--- src/rtl/pipes_pkg.sv ---
// Shared pipeline types for the execute-stage muldiv controller.
//   alufunc_t       : ALU function code emitted by the decoder
//   muldiv_state_t  : muldiv sequencer FSM states
//   MULDIV_XLEN/WLEN: full and word operand widths
//   is_muldiv()     : true for the functions handled by the muldiv sequencer
package pipes_pkg;

  localparam int unsigned MULDIV_XLEN = 64;
  localparam int unsigned MULDIV_WLEN = 32;

  typedef enum logic [4:0] {
    AluAdd,
    AluSub,
    AluAnd,
    AluOr,
    AluXor,
    AluSll,
    AluSrl,
    AluSra,
    AluSlt,
    AluSltu,
    AluMult,
    AluDiv,
    AluDivu,
    AluRem,
    AluRemu
  } alufunc_t;

  typedef enum logic [2:0] {
    StIdle,
    StMul,
    StDiv,
    StFixup,
    StDone
  } muldiv_state_t;

  function automatic logic is_muldiv(alufunc_t f);
    return f inside {AluMult, AluDiv, AluDivu, AluRem, AluRemu};
  endfunction

endpackage

--- src/rtl/muldiv_signfix.sv ---
// Two-lane combinational sign fixer for the muldiv sequencer.
// Each lane optionally negates its value, then for word ops keeps the low WLEN bits and
// either sign-extends (wsext_i=1) or zero-extends (wsext_i=0) them to XLEN.
//   a_i/b_i     : lane inputs
//   word_i      : word (ALUW) form
//   neg_a_i/b_i : negate the lane before extension
//   wsext_i     : word extension kind
//   a_o/b_o     : lane outputs
module muldiv_signfix
  import pipes_pkg::*;
#(
  parameter int unsigned XLEN = MULDIV_XLEN,
  parameter int unsigned WLEN = MULDIV_WLEN
) (
  input  logic [XLEN-1:0] a_i,
  input  logic [XLEN-1:0] b_i,
  input  logic            word_i,
  input  logic            neg_a_i,
  input  logic            neg_b_i,
  input  logic            wsext_i,
  output logic [XLEN-1:0] a_o,
  output logic [XLEN-1:0] b_o
);

  // Negate first, extend second: -(2^31) as a word quotient must come out sign-extended.
  function automatic logic [XLEN-1:0] fix_lane(logic [XLEN-1:0] v, logic neg, logic word,
                                               logic wsext);
    logic [XLEN-1:0] t;
    t = neg ? (~v + XLEN'(1)) : v;
    if (word) begin
      t = {{(XLEN-WLEN){wsext & t[WLEN-1]}}, t[WLEN-1:0]};
    end
    return t;
  endfunction

  assign a_o = fix_lane(a_i, neg_a_i, word_i, wsext_i);
  assign b_o = fix_lane(b_i, neg_b_i, word_i, wsext_i);

endmodule

--- src/rtl/muldiv_sequencer.sv ---
// Multi-cycle M-extension controller beside the execute-stage ALU: iterative shift-add
// multiplier (low XLEN bits) and restoring divider, one step per cycle.
//   clk_i, reset_i   : clock, asynchronous active-high reset
//   req_valid_i      : op presented; req_ready_o high only in idle
//   func_i, is_word_i: function code and word form
//   src_a_i, src_b_i : rs1 / rs2 values
//   flush_i          : kill any in-flight op, no response
//   busy_o           : pipeline stall request
//   resp_valid_o     : one-cycle result pulse; result_o holds until the next pulse
module muldiv_sequencer
  import pipes_pkg::*;
#(
  parameter int unsigned XLEN = MULDIV_XLEN,
  parameter int unsigned WLEN = MULDIV_WLEN
) (
  input  logic            clk_i,
  input  logic            reset_i,
  input  logic            req_valid_i,
  output logic            req_ready_o,
  input  alufunc_t        func_i,
  input  logic            is_word_i,
  input  logic [XLEN-1:0] src_a_i,
  input  logic [XLEN-1:0] src_b_i,
  input  logic            flush_i,
  output logic            busy_o,
  output logic            resp_valid_o,
  output logic [XLEN-1:0] result_o
);

  localparam int unsigned CntW = $clog2(XLEN);
  localparam logic [XLEN-1:0] XMin = {1'b1, {(XLEN-1){1'b0}}};
  localparam logic [WLEN-1:0] WMin = {1'b1, {(WLEN-1){1'b0}}};

  muldiv_state_t   state_q, state_d;
  logic [CntW-1:0] cnt_q, cnt_d;
  logic [XLEN-1:0] opa_q, opa_d;  // multiplier / dividend, becomes quotient
  logic [XLEN-1:0] opb_q, opb_d;  // multiplicand / divisor
  logic [XLEN-1:0] acc_q, acc_d;  // product / partial remainder
  logic [XLEN-1:0] pend_q, pend_d;
  logic [XLEN-1:0] result_q, result_d;
  logic            word_q, word_d, signed_q, signed_d, rem_q, rem_d, mul_q, mul_d;
  logic            sa_q, sa_d, sb_q, sb_d;

  // Request decode
  logic            accept, start;
  logic            op_mul, op_div, op_signed, op_rem, sa, sb;
  logic            b_zero, ovf, special;
  logic [XLEN-1:0] prep_a, prep_b, a_ext, special_res;

  assign accept    = req_valid_i & req_ready_o;
  assign start     = accept & ~flush_i;
  assign op_mul    = (func_i == AluMult);
  assign op_div    = is_muldiv(func_i) & ~op_mul;
  assign op_signed = func_i inside {AluDiv, AluRem};
  assign op_rem    = func_i inside {AluRem, AluRemu};
  assign sa        = op_signed & (is_word_i ? src_a_i[WLEN-1] : src_a_i[XLEN-1]);
  assign sb        = op_signed & (is_word_i ? src_b_i[WLEN-1] : src_b_i[XLEN-1]);

  // Prep yields |a|, |b| (zero-extended for word ops) for the unsigned divider core.
  muldiv_signfix #(
    .XLEN(XLEN),
    .WLEN(WLEN)
  ) u_prep (
    .a_i    (src_a_i),
    .b_i    (src_b_i),
    .word_i (is_word_i),
    .neg_a_i(sa),
    .neg_b_i(sb),
    .wsext_i(1'b0),
    .a_o    (prep_a),
    .b_o    (prep_b)
  );

  assign b_zero = (prep_b == '0);
  assign ovf    = op_signed & (is_word_i ?
                  (src_a_i[WLEN-1:0] == WMin) && (src_b_i[WLEN-1:0] == '1) :
                  (src_a_i == XMin) && (src_b_i == '1));
  assign special = op_div & (b_zero | ovf);
  assign a_ext   = is_word_i ? {{(XLEN-WLEN){src_a_i[WLEN-1]}}, src_a_i[WLEN-1:0]} : src_a_i;
  assign special_res = b_zero ? (op_rem ? a_ext : '1) : (op_rem ? '0 : a_ext);

  // Result fixup
  logic [XLEN-1:0] fix_a, fix_b;

  muldiv_signfix #(
    .XLEN(XLEN),
    .WLEN(WLEN)
  ) u_fix (
    .a_i    (mul_q ? acc_q : opa_q),
    .b_i    (acc_q),
    .word_i (word_q),
    .neg_a_i(signed_q & (sa_q ^ sb_q)),
    .neg_b_i(signed_q & sa_q),
    .wsext_i(1'b1),
    .a_o    (fix_a),
    .b_o    (fix_b)
  );

  // Restoring divide step: shift in the next dividend bit, subtract if it fits.
  logic [XLEN:0] div_tmp, div_diff;
  logic          div_fits;

  assign div_tmp  = {acc_q, opa_q[XLEN-1]};
  assign div_diff = div_tmp - {1'b0, opb_q};
  assign div_fits = ~div_diff[XLEN];

  // FSM: state register
  always_ff @(posedge clk_i or posedge reset_i) begin
    if (reset_i) begin
      state_q <= StIdle;
    end else begin
      state_q <= state_d;
    end
  end

  // FSM: next state
  always_comb begin
    state_d = state_q;
    case (state_q)
      StIdle: begin
        if (start) begin
          if (op_mul)                 state_d = StMul;
          else if (op_div && !special) state_d = StDiv;
          else                        state_d = StDone;
        end
      end
      StMul, StDiv: if (cnt_q == '0) state_d = StFixup;
      StFixup:      state_d = StDone;
      StDone:       state_d = StIdle;
      default:      state_d = StIdle;
    endcase
    if (flush_i) state_d = StIdle;
  end

  // FSM: outputs
  always_comb begin
    req_ready_o  = (state_q == StIdle);
    busy_o       = accept | ((state_q != StIdle) && (state_q != StDone));
    resp_valid_o = (state_q == StDone) & ~flush_i;
    result_o     = resp_valid_o ? pend_q : result_q;
  end

  // Datapath next state
  always_comb begin
    cnt_d    = cnt_q;
    opa_d    = opa_q;
    opb_d    = opb_q;
    acc_d    = acc_q;
    pend_d   = pend_q;
    result_d = result_q;
    word_d   = word_q;
    signed_d = signed_q;
    rem_d    = rem_q;
    mul_d    = mul_q;
    sa_d     = sa_q;
    sb_d     = sb_q;
    case (state_q)
      StIdle: begin
        if (start) begin
          cnt_d    = is_word_i ? CntW'(WLEN - 1) : CntW'(XLEN - 1);
          word_d   = is_word_i;
          signed_d = op_signed;
          rem_d    = op_rem;
          mul_d    = op_mul;
          sa_d     = sa;
          sb_d     = sb;
          acc_d    = '0;
          if (op_mul) begin
            opa_d = src_a_i;
            opb_d = src_b_i;
          end else if (op_div && !special) begin
            // Word dividends sit in the top half so the MSB is always consumed first.
            opa_d = is_word_i ? {prep_a[WLEN-1:0], {(XLEN-WLEN){1'b0}}} : prep_a;
            opb_d = prep_b;
          end else begin
            pend_d = op_div ? special_res : '0;
          end
        end
      end
      StMul: begin
        if (opa_q[0]) acc_d = acc_q + opb_q;
        opb_d = opb_q << 1;
        opa_d = opa_q >> 1;
        if (cnt_q != '0) cnt_d = cnt_q - CntW'(1);
      end
      StDiv: begin
        acc_d = div_fits ? div_diff[XLEN-1:0] : div_tmp[XLEN-1:0];
        opa_d = {opa_q[XLEN-2:0], div_fits};
        if (cnt_q != '0) cnt_d = cnt_q - CntW'(1);
      end
      StFixup: pend_d = rem_q ? fix_b : fix_a;
      StDone:  if (!flush_i) result_d = pend_q;
      default: ;
    endcase
  end

  always_ff @(posedge clk_i or posedge reset_i) begin
    if (reset_i) begin
      cnt_q    <= '0;
      opa_q    <= '0;
      opb_q    <= '0;
      acc_q    <= '0;
      pend_q   <= '0;
      result_q <= '0;
      word_q   <= 1'b0;
      signed_q <= 1'b0;
      rem_q    <= 1'b0;
      mul_q    <= 1'b0;
      sa_q     <= 1'b0;
      sb_q     <= 1'b0;
    end else begin
      cnt_q    <= cnt_d;
      opa_q    <= opa_d;
      opb_q    <= opb_d;
      acc_q    <= acc_d;
      pend_q   <= pend_d;
      result_q <= result_d;
      word_q   <= word_d;
      signed_q <= signed_d;
      rem_q    <= rem_d;
      mul_q    <= mul_d;
      sa_q     <= sa_d;
      sb_q     <= sb_d;
    end
  end

endmodule

--- config.mk ---
export PLATFORM = sky130hd
export DESIGN_NAME = muldiv_sequencer
export DESIGN_NICKNAME = d
export VERILOG_FILES = /design/src/rtl/pipes_pkg.sv /design/src/rtl/muldiv_signfix.sv /design/src/rtl/muldiv_sequencer.sv
export SDC_FILE = /design/constraint.sdc
export NUM_CORES = 2
export LEC_CHECK = 0
export CORE_UTILIZATION = 60
export DETAILED_ROUTE_END_ITERATION = 6
export GPL_ROUTABILITY_DRIVEN = 0
export PLACE_DENSITY_LB_ADDON = 0.15
export SLEW_MARGIN = 5
export SYNTH_ARGS = -nofsm -noshare
export SYNTH_HDL_FRONTEND = slang
export SYNTH_SLANG_ARGS = --single-unit
--- constraint.sdc ---
create_clock -name clk_i -period 13.4 [get_ports clk_i]
set_clock_uncertainty 0.15 [all_clocks]
set_input_delay 2.68 -clock clk_i [delete_from_list [all_inputs] [get_ports clk_i]]
set_output_delay 2.68 -clock clk_i [all_outputs]
set_load 0.02 [all_outputs]
==> run_results.csv <==
group,metric,value,unit
sta,rsz0062_at_grt,"false",
cts,cts_tree,"done",
power_and_ir_drop,p_switching,3301,uW
power_and_ir_drop,pwr-share-comb,55.1,%
sta,finalCritPeriodShare,61.94,%
synthesis,synth_mux_area_share,7.268,%
status,violations,"DRC",
sta,fin_crit,8.301,ns
sta,setup-tns-final,0,ns
cts,hold_buffers,0,
place,port_buffers,204,
final_layout,seqCellArea,8389,um^2
floorplanning,initial_core_util,60.76,%
final_layout,fillerInstances,4762,
final_layout,most-common-layout-cells,"a21oi_1, nand2_1, nor2_1",
run,cap_violations,0,
synthesis,syn_inst,4462,
place,dp_slack,4.739,ns
synthesis,ys_seq_area_share,24.42,%
power_and_ir_drop,p_per_area,182.5,nW/um^2
floorplanning,core,56500,um^2
route,routed_wl,134.3,mm
cts,cts_root_buf,"clkbuf_16",
sta,final_hold_viol_count,0,
global_route,grt_pass1_wl,200.9,mm
synthesis,synth_top_family_by_area,"compound AO/OA/AOI/OAI gates",
cts,insertion_delay,0.62,ns
setup_path,startpoint_type,"input pin",
setup_path,crit_arrival,8.64,ns
synthesis,synthXorXnorAreaFrac,8.675,%
cts,cts.sink_count,335,
cts,ctsResizeCount,0,
sta,setup_violations,0,
cts,clkSlewWorstSetupHoldPaths,0.06,ns
floorplanning,die_h,241.2,um
worst_hold_path,hold_class,"reg2reg",
status,status,"complete, but fails checks",
route,drt_iter0_drc,5635,
setup_path,end_kind,"flip-flop",
cts,htreeDepth,2,
final_layout,finish.instance_area,38060,um^2
final_layout,final_util,67.37,%
sta,slew_viol_final,0,
route,drtAntennaViolNets,0,
global_route,antenna_found_initial,16,
cts,cts_buffer_depth,3,
synthesis,synthSimpleGateAreaFrac,18.61,%
sta,tightest_slew,1.294,ns
floorplanning,io_pins,205,
cts,numCtsBuffers,42,
synthesis,synthesis.nets,4736,
power_and_ir_drop,swShare,47.54,%
floorplanning,die_area,58170,um^2
final_layout,drive_gt1_share,7.132,%
global_route,grt.total_usage,45.14,%
synthesis,yosysUniqueCellTypes,94,
cts,post_cts_buffers,0,
power_and_ir_drop,clkPwrFrac,18.0,%
route,wl_per_cell,25.74,um
final_layout,finalNetCount,4699,
synthesis,syn_avg_cell_area,7.693,um^2
route,num_vias,37450,
place,hpwl,100.0,mm
power_and_ir_drop,irDropWorstVdd,140.9,uV
global_route,grt_pass1_vias,33410,
power_and_ir_drop,leakagePower,0.01482,uW
sta,fmax,120.5,MHz
synthesis,synth_edf_count,0,
synthesis,synth_warnings,0,
synthesis,ys_async_sr_fraction,100.0,%
floorplanning,die_width,241.2,um
synthesis,synth_seq_cells,335,
synthesis,synth-compound-area-share,30.16,%
synthesis,synth_fa_ha_area_share,5.001,%
route,dr.pass1.iters,7,
final_layout,multi_input_area,24060,um^2
final_layout,syn_to_final_growth,10.87,%
setup_path,critical_path_class,"in2reg",
floorplanning,rows,87,
setup_path,required,13.74,ns
power_and_ir_drop,seqPwrFrac,26.9,%
place,place_inst,5137,
sta,slew_headroom,13.56,%
route,vias_per_cell,7.175,
sta,setup_ws,5.099,ns
power_and_ir_drop,p_int,3643,uW
synthesis,synth_ff_type,"dfrtp_1",
place,dpl_cell_area,36540,um^2
route,drc,30,
global_route,grt_max_degree,151,
setup_path,path_max_fanout,101,
final_layout,final_common_cell,"a21oi_1",
synthesis,synthesis.area,34330,um^2
global_route,overflow,0,
final_layout,fin_cells,5219,
[stage by stage]
stage                     hold slack (ns)  power, uW
after floorplan                    0.2994       4377
after global placement             0.3250       5478
after detailed placement           0.3339       5536
after CTS                          0.3427       6800
after global routing               0.3593       7317
final                              0.3441       6945
[power by group through the flow]
stage / sequential, uW / clock [uW] / combinational, uW
2_1_floorplan: 1590 / 0 / 2790
3_3_place_gp: 1840 / 0 / 3640
3_5_place_dp: 1840 / 0 / 3690
4_1_cts: 1830 / 1250 / 3720
5_1_grt: 1890 / 1290 / 4140
6_report: 1870 / 1250 / 3830
[layout make-up]
cell class / instances / share of cell area [%]
Multi-Input combinational cell: 3610 / 63.23
Sequential cell: 335 / 22.04
Timing Repair Buffer: 260 / 6.496
Clock buffer: 53 / 3.080
Tap cell: 756 / 2.485
Inverter: 176 / 1.755
Clock inverter: 25 / 0.8876
Antenna cell: 4 / 0.02630
[kinds of logic after synthesis]
logic type	after synthesis
buffers and inverters	517
muxes	223
and+or+nand+nor	1333
DFF	335
xor gates and xnor gates	340
AOI/OAI and AO/OA	1578
adders and majority gates	136
[Yosys cell counts (all sizes together) (30+ instances only)]
library cell / count / share of area (%)
a211oi: 35 / 0.77
a21o: 77 / 1.7
a21oi: 434 / 6.3
a221oi: 34 / 0.87
a22oi: 66 / 1.4
a2bb2oi: 37 / 0.94
a31oi: 56 / 1.0
buf: 47 / 0.71
clkbuf: 294 / 3.2
dfrtp: 335 / 24
ha: 134 / 4.9
inv: 176 / 1.9
mux2: 111 / 4.0
mux2i: 112 / 3.3
nand2: 391 / 4.3
nand3: 76 / 1.1
nand4: 75 / 1.4
nor2: 368 / 4.0
nor3: 136 / 2.0
nor4: 51 / 1.0
o211ai: 51 / 1.1
o21a: 64 / 1.4
o21ai: 329 / 4.8
o221ai: 48 / 1.2
o22a: 30 / 0.77
o22ai: 41 / 0.75
o31ai: 60 / 1.3
or3: 43 / 0.78
or4: 34 / 0.77
xnor2: 214 / 5.5
xor2: 126 / 3.2
[state kept, by name, indices dropped and copies added (netlist names)]
signal    count
state_q       3
result_q     64
mul_q         1
acc_q        64
rem_q         1
sb_q          1
opa_q        64
sa_q          1
opb_q        64
cnt_q         6
word_q        1
pend_q       64
signed_q      1
[worst max-delay path: stages]
cell and delay, ns:
clkdlybuf4s50_1 0.62, nor4_1 0.61, and4_1 0.58, nand4_1 0.47, o41ai_2 0.40, xor2_1 0.23
nand4_1 0.14, or4_4 0.59, o21a_1 0.22, o21ai_4 0.65, buf_4 0.88, o21ai_0 0.24
o22a_1 0.21
[layer usage]
metal  track usage [%]  wire length, um
met4             28.00             9853
met1             58.93            50860
met5                 0              124
met3             13.59            19180
met2             65.01            54300
[path summary, 6_finish.rpt]
kind | start | to | slack (ns) | depth (start not counted)
worst min register to register | cnt_q[0] | cnt_q[0] | 0.34 | 1
worst min-delay path | cnt_q[0] | cnt_q[0] | 0.34 | 1
worst max register to register | opa_q[63] | acc_q[59] | 7.43 | 16
min in group asynchronous | reset_i | result_q[15] | 2.48 | 2
worst max-delay path | src_b_i[12] | pend_q[40] | 5.10 | 13
max in group asynchronous | reset_i | opb_q[49] | 9.18 | 3
Note: power is estimated with default switching activity, not from simulation.
